$ cat src/rtl/wb_mem_ctrl.sv
// Write-back stage data-memory sequencer: req/gnt/rvalid handshake, load alignment and the register-file write port.
// Optional watchdog abort is built when WB_MEM_TIMEOUT_EN is defined.
module wb_mem_ctrl #(
   parameter int WORD_WIDTH     = 32,
   parameter int ADDR_WIDTH     = 5,
   parameter int TIMEOUT_CYCLES = 64
) (
   input  logic                  clk,
   input  logic                  rst,
   input  logic [2:0]            load_type_i,
   input  logic [1:0]            store_type_i,
   input  logic                  write_en_i,
   input  logic [WORD_WIDTH-1:0] wb_data_i,
   input  logic [WORD_WIDTH-1:0] store_data_i,
   input  logic [ADDR_WIDTH-1:0] reg_waddr_i,
   output logic                  stall_o,
   output logic                  data_req_o,
   output logic                  data_we_o,
   output logic [3:0]            data_be_o,
   output logic [WORD_WIDTH-1:0] data_addr_o,
   output logic [WORD_WIDTH-1:0] data_wdata_o,
   input  logic                  data_gnt_i,
   input  logic                  data_rvalid_i,
   input  logic [WORD_WIDTH-1:0] data_rdata_i,
   output logic                  rf_we_o,
   output logic [ADDR_WIDTH-1:0] rf_waddr_o,
   output logic [WORD_WIDTH-1:0] rf_wdata_o,
   output logic                  misaligned_o,
   output logic                  bus_error_o
);

   typedef enum logic [1:0] {
      S_IDLE = 2'd0,
      S_REQ  = 2'd1,
      S_WAIT = 2'd2,
      S_DONE = 2'd3
   } state_t;

   state_t            r_state;
   state_t            w_next;
   logic [31:0]       r_load_data;
   logic              w_is_store;
   logic              w_is_load;
   logic              w_mem_op;
   logic              w_misaligned;
   logic              w_signed;
   logic [1:0]        w_size;
   logic [1:0]        w_off;
   logic [3:0]        w_be;
   logic [31:0]       w_wdata;
   logic [7:0]        w_byte;
   logic [15:0]       w_half;
   logic [31:0]       w_load_fmt;
   logic              w_timeout;
   logic              w_abort;

   assign w_off = wb_data_i[1:0];

   // Decode access kind and size (0 byte, 1 half, 2 word); a store field overrides the load field.
   always_comb begin
      w_is_store = (store_type_i != 2'b00);
      w_is_load  = 1'b0;
      w_signed   = 1'b0;
      w_size     = 2'd2;
      if (w_is_store) begin
         case (store_type_i)
            2'b01:   w_size = 2'd0;
            2'b10:   w_size = 2'd1;
            default: w_size = 2'd2;
         endcase
      end else begin
         case (load_type_i)
            3'b001:  begin w_is_load = 1'b1; w_size = 2'd0; w_signed = 1'b1; end
            3'b010:  begin w_is_load = 1'b1; w_size = 2'd1; w_signed = 1'b1; end
            3'b011:  begin w_is_load = 1'b1; w_size = 2'd2; end
            3'b101:  begin w_is_load = 1'b1; w_size = 2'd0; end
            3'b110:  begin w_is_load = 1'b1; w_size = 2'd1; end
            default: w_is_load = 1'b0;
         endcase
      end
      w_mem_op     = w_is_store | w_is_load;
      w_misaligned = w_mem_op && (((w_size == 2'd1) && w_off[0]) ||
                                  ((w_size == 2'd2) && (w_off != 2'b00)));
   end

   // Byte enables, lane-replicated store data and sign/zero-extended load data.
   always_comb begin
      case (w_size)
         2'd0: begin
            w_be    = 4'b0001 << w_off;
            w_wdata = {4{store_data_i[7:0]}};
         end
         2'd1: begin
            w_be    = 4'b0011 << {w_off[1], 1'b0};
            w_wdata = {2{store_data_i[15:0]}};
         end
         default: begin
            w_be    = 4'b1111;
            w_wdata = store_data_i;
         end
      endcase
      case (w_off)
         2'd0:    w_byte = data_rdata_i[7:0];
         2'd1:    w_byte = data_rdata_i[15:8];
         2'd2:    w_byte = data_rdata_i[23:16];
         default: w_byte = data_rdata_i[31:24];
      endcase
      w_half = w_off[1] ? data_rdata_i[31:16] : data_rdata_i[15:0];
      case (w_size)
         2'd0:    w_load_fmt = w_signed ? {{24{w_byte[7]}}, w_byte} : {24'h000000, w_byte};
         2'd1:    w_load_fmt = w_signed ? {{16{w_half[15]}}, w_half} : {16'h0000, w_half};
         default: w_load_fmt = data_rdata_i;
      endcase
   end

`ifdef WB_MEM_TIMEOUT_EN
   localparam int CNT_W = (TIMEOUT_CYCLES > 2) ? $clog2(TIMEOUT_CYCLES) : 1;
   localparam logic [CNT_W-1:0] CNT_LIMIT = CNT_W'(TIMEOUT_CYCLES - 2);
   localparam logic [CNT_W-1:0] CNT_SAT   = CNT_W'(TIMEOUT_CYCLES - 1);

   logic [CNT_W-1:0] r_cnt;
   logic             r_abort;

   // The issue cycle in IDLE counts toward the budget, so the abort fires TIMEOUT_CYCLES cycles after issue.
   assign w_timeout = (((r_state == S_REQ) && !data_gnt_i) ||
                       ((r_state == S_WAIT) && !data_rvalid_i)) && (r_cnt >= CNT_LIMIT);
   assign w_abort   = r_abort;

   // Saturating watchdog, cleared while IDLE; abort flag marks the DONE that follows a timeout.
   always_ff @(posedge clk or posedge rst) begin
      if (rst) begin
         r_cnt   <= '0;
         r_abort <= 1'b0;
      end else begin
         r_abort <= w_timeout;
         if (r_state == S_IDLE) begin
            r_cnt <= '0;
         end else if (((r_state == S_REQ) || (r_state == S_WAIT)) && (r_cnt != CNT_SAT)) begin
            r_cnt <= r_cnt + 1'b1;
         end
      end
   end
`else
   assign w_timeout = 1'b0;
   assign w_abort   = 1'b0;
`endif

   // State register.
   always_ff @(posedge clk or posedge rst) begin
      if (rst) begin
         r_state <= S_IDLE;
      end else begin
         r_state <= w_next;
      end
   end

   // Load-data capture on the read response.
   always_ff @(posedge clk or posedge rst) begin
      if (rst) begin
         r_load_data <= 32'h0000_0000;
      end else if ((r_state == S_WAIT) && data_rvalid_i) begin
         r_load_data <= w_load_fmt;
      end
   end

   // Next-state and outputs; everything is held at zero while rst is high.
   always_comb begin
      w_next       = r_state;
      stall_o      = 1'b0;
      data_req_o   = 1'b0;
      data_we_o    = 1'b0;
      data_be_o    = 4'b0000;
      data_addr_o  = '0;
      data_wdata_o = '0;
      rf_we_o      = 1'b0;
      rf_waddr_o   = '0;
      rf_wdata_o   = '0;
      misaligned_o = 1'b0;
      bus_error_o  = 1'b0;
      if (rst) begin
         w_next = S_IDLE;
      end else begin
         rf_waddr_o = reg_waddr_i;
         if (w_mem_op) begin
            data_we_o    = w_is_store;
            data_be_o    = w_be;
            data_addr_o  = {wb_data_i[31:2], 2'b00};
            data_wdata_o = w_wdata;
         end else begin
            data_we_o = 1'b0;
         end
         case (r_state)
            S_IDLE: begin
               if (!w_mem_op) begin
                  rf_we_o    = write_en_i;
                  rf_wdata_o = wb_data_i;
               end else if (w_misaligned) begin
                  misaligned_o = 1'b1;
               end else begin
                  data_req_o = 1'b1;
                  stall_o    = 1'b1;
                  w_next     = data_gnt_i ? S_WAIT : S_REQ;
               end
            end
            S_REQ: begin
               stall_o = 1'b1;
               if (w_timeout) begin
                  bus_error_o = 1'b1;
                  w_next      = S_DONE;
               end else begin
                  data_req_o = 1'b1;
                  w_next     = data_gnt_i ? S_WAIT : S_REQ;
               end
            end
            S_WAIT: begin
               stall_o = 1'b1;
               if (w_timeout) begin
                  bus_error_o = 1'b1;
                  w_next      = S_DONE;
               end else if (data_rvalid_i) begin
                  w_next = S_DONE;
               end else begin
                  w_next = S_WAIT;
               end
            end
            S_DONE: begin
               w_next = S_IDLE;
               if (w_is_load && !w_abort) begin
                  rf_we_o    = write_en_i;
                  rf_wdata_o = r_load_data;
               end else begin
                  rf_we_o = 1'b0;
               end
            end
            default: w_next = S_IDLE;
         endcase
      end
   end

endmodule

$ cat config.mk
export PLATFORM = sky130hd
export DESIGN_NAME = wb_mem_ctrl
export DESIGN_NICKNAME = d
export VERILOG_FILES = /design/src/rtl/wb_mem_ctrl.sv
export SDC_FILE = /design/constraint.sdc
export NUM_CORES = 1
export LEC_CHECK = 0
export CAP_MARGIN = 20
export CELL_PAD_IN_SITES_DETAIL_PLACEMENT = 0
export CELL_PAD_IN_SITES_GLOBAL_PLACEMENT = 1
export CORE_ASPECT_RATIO = 0.8
export CORE_UTILIZATION = 40
export DETAILED_ROUTE_END_ITERATION = 6
export DONT_BUFFER_PORTS = 1
export GPL_ROUTABILITY_DRIVEN = 0
export MAX_ROUTING_LAYER = met4
export PLACE_DENSITY = 0.82
export SYNTH_ARGS = -nofsm -noshare
export SYNTH_HDL_FRONTEND = slang
export SYNTH_SLANG_ARGS = --single-unit
$ cat constraint.sdc
create_clock -name clk -period 8.5 [get_ports clk]
set_input_delay 1.7 -clock clk [delete_from_list [all_inputs] [get_ports clk]]
set_output_delay 1.7 -clock clk [all_outputs]
set_load 0.005 [all_outputs]
==> flow_summary_export.csv <==
group,metric,value,unit
worst_setup_path,path_max_fanout,18,
logic_synthesis,synth_cell_types,47,
sta,fin_tns_setup,0,ps
routing,drc,0,
grt,gr-usage-all-layers,25.25,%
clocking,root_buffer,"clkbuf_8",
placement,place_hpwl,8315,um
clocking,insertion_delay,290,ps
min_path,hp-class,"flip-flop to flip-flop",
final_layout,regArea,850.8,um2
worst_setup_path,worstSetupStartpointType,"input port",
routing,ant_nets,0,
sta,setup_viol,0,
sta,skew,9.008,ps
pwr,irDropWorstVdd,0.0001077,V
logic_synthesis,synth_edf_count,0,
logic_synthesis,synth.ff_latch_count,34,
logic_synthesis,synth_top_family_by_area,"simple AND/OR/NAND/NOR gates",
final_layout,n_antenna_cell,0,
final_layout,final_nets,558,
sta,slew_headroom,28.40,%
routing,wirelength,11310,um
worst_setup_path,criticalPathCategory,"input port to primary output",
floorplan,start_util,41.83,%
sta,hold_viol_final,0,
logic_synthesis,synth_cells,469,
routing,first_pass_iters,5,
final_layout,fin_util,44.45,%
clocking,htree_levels,2,
final_layout,area_growth,6.275,%
placement,port_buffers,0,
pwr,powerDensity,215.4,nW/um2
worst_setup_path,r2r_setup_slack,6320,ps
worst_setup_path,r2r_start,"r_state[0]$_DFFE_PP0P_",
grt,overflow,0,
logic_synthesis,synth_most_common_cell,"nor2_1",
grt,antenna_found_initial,0,
sta,setup_ws,3038,ps
floorplan,chipWidth,104.6,um
grt,grt_pass1_vias,3012,
logic_synthesis,synth.top_cell.area_share,25.25,%
logic_synthesis,syn_area_per_cell,7.184,um2
worst_setup_path,cp-end-kind,"primary output",
sta,fmax,0.1831,GHz
grt,grt_pass1_wl,16960,um
worst_setup_path,crit_path_end,"data_wdata_o[29]",
clocking,post-cts-setup-buffers,0,
clocking,cts_inserted_buffers,5,
worst_setup_path,crit_start,"store_type_i[0]",
final_layout,fillers,825,
floorplan,ioPinCount,222,
final_layout,design_area,3581,um2
logic_synthesis,yosys.area_share.adder,2.228,%
placement,placed_cell_area,3366,um2
logic_synthesis,synth-compound-area-share,26.40,%
routing,drt-vias-per-instance,6.320,
logic_synthesis,synthMuxAreaShare,7.947,%
worst_setup_path,r2r_end,"r_load_data[15]$_DFFE_PP0P_",
clocking,clk_pin_slew,70,ps
sta,rsz0062_at_grt,"no",
clocking,cts_num_sinks,34,
logic_synthesis,synthTopCellsByArea,"dfrtp_1 (25%), nor2_1 (9.7%), and2_1 (7.2%)",
final_layout,drive_above_1_share,6.787,%
floorplan,rows,29,
routing,dr.first_iter.drc_count,248,
worst_setup_path,worstRegToRegCells,5,
clocking,ctsResizeCount,0,
routing,vias,3476,
sta,worst_slew_pin_slew,1067,ps
logic_synthesis,yosys_warnings,0,
clocking,cts_tree,"yes",
sta,maxSlewViolCount,0,
final_layout,multi_input_area,2297,um2
status,status,"finished clean",
pwr,p_leak,0.001384,uW
sta,hold_slack,543.0,ps
logic_synthesis,synthSimpleGateAreaFrac,30.38,%
logic_synthesis,ys.flop_type,"dfrtp_1",
clocking,cts_hold_buf,0,
logic_synthesis,yosys.area_share.xor_xnor,0.2599,%
grt,grt_max_degree,42,
sta,min_period,5462,ps
routing,wl_per_cell,20.57,um
worst_setup_path,crit_required,6800,ps
logic_synthesis,yosysTopAreaCell,"dfrtp_1",
floorplan,fp.dieH,84.09,um
clocking,ctsLongestPathBuffers,2,
placement,preCtsSetupSlack,3079,ps
sta,fin_crit_sh,64.26,%
logic_synthesis,synthArstFlopShare,100.0,%
floorplan,die-area,8797,um2
logic_synthesis,netlist_top_cells_count,"nor2_1 (87), nand2_1 (51), a21oi_1 (48), and2_1 (39), dfrtp_1 (34)",
floorplan,core_region_area,8055,um2
logic_synthesis,seq_area_frac_synth,25.25,%
logic_synthesis,synth_area,3369,um2
worst_setup_path,cp.arrival,3760,ps
flow_run,max_cap_viol_count,0,
-- worst max-delay path: stages --
cell and delay, ps:
inv_1 50, ha_1 560, nand3b_1 540, nand2_1 450
nand2_1 100, a311oi_1 360
-- state kept, by name, indices dropped and copies added, names as in the netlist --
name / count
r_state: 2
r_load_data: 32
-- per-layer routing --
metal	vias to the layer above	part of all wire, %	track usage, %	wire length (um)
li1	1595	-	-	-
met1	1668	48	36.28	5395
met2	199	43	36.54	4892
met3	14	8.1	5.230	911
met4	0	0.99	4.994	112
met5	-	0	-	0
-- power by group --
part	total, uW	switching [uW]	internal (uW)	leakage, uW
clock	182	64.5	118	0.0000683
sequential	300	56.4	243	0.000390
combinational	290	174	116	0.000926
total	771	294	477	0.00138
-- kinds of logic (layout without fill, tap and decap cells) --
| logic type | count (synthesis) | in the layout |
|---|---|---|
| flops | 34 | 34 |
| fa+ha+maj | 6 | 6 |
| xor+xnor | 1 | 1 |
| compound gates | 131 | 131 |
| other cells | 1 | 3 |
| simple gates | 220 | 220 |
| buf+inv | 58 | 29 |
| mux | 18 | 18 |
-- metrics by stage --
| stage | instances | total power (uW) |
|---|---|---|
| after detailed placement | 538 | 573.3 |
| after CTS | 546 | 757.9 |
| after floorplan | 471 | 512.2 |
| final | 550 | 771.3 |
| after global routing | 550 | 830.7 |
| after global placement | 538 | 566.5 |
-- cells in the final DEF, fill, tap and decap left out, types with 3 or more instances in the layout --
| cell type | n |
|---|---|
| a221oi_1 | 7 |
| a31oi_1 | 4 |
| dfrtp_1 | 34 |
| a22oi_1 | 32 |
| o21ai_0 | 7 |
| nand3_1 | 17 |
| nor3_1 | 3 |
| nor4_1 | 3 |
| buf_4 | 6 |
| nor2_1 | 87 |
| nor2b_1 | 7 |
| inv_1 | 11 |
| a32oi_1 | 7 |
| and2_1 | 39 |
| conb_1 | 3 |
| a21oi_1 | 47 |
| ha_1 | 6 |
| nand3b_1 | 3 |
| mux2i_1 | 11 |
| a311oi_1 | 8 |
| mux4_2 | 7 |
| nand2_1 | 51 |
| clkbuf_8 | 5 |
-- worst min-delay path by stage --
| stage | endpoint | start | slack [ps] | cells past startpoint |
|---|---|---|---|---|
| finish | r_load_data[24]$_DFFE_PP0P_ | r_load_data[24]$_DFFE_PP0P_ | 540 | 2 |
| global route | r_load_data[18]$_DFFE_PP0P_ | r_load_data[18]$_DFFE_PP0P_ | 570 | 2 |
| CTS | r_load_data[24]$_DFFE_PP0P_ | r_load_data[24]$_DFFE_PP0P_ | 550 | 2 |
| detailed placement | r_load_data[1]$_DFFE_PP0P_ | r_load_data[1]$_DFFE_PP0P_ | 520 | 2 |
| global placement | r_load_data[1]$_DFFE_PP0P_ | r_load_data[1]$_DFFE_PP0P_ | 510 | 2 |
| floorplan | r_load_data[16]$_DFFE_PP0P_ | r_load_data[16]$_DFFE_PP0P_ | 500 | 2 |
-- layout make-up --
cell class,instances,share of cell area (%)
Multi-Input combinational cell,379,64.15
Clock buffer,5,1.922
Clock inverter,3,1.922
Inverter,12,1.258
Sequential cell,34,23.76
Tap cell,108,3.774
Timing Repair Buffer,9,3.215
No activity file was read; power rests on OpenSTA's default activity.
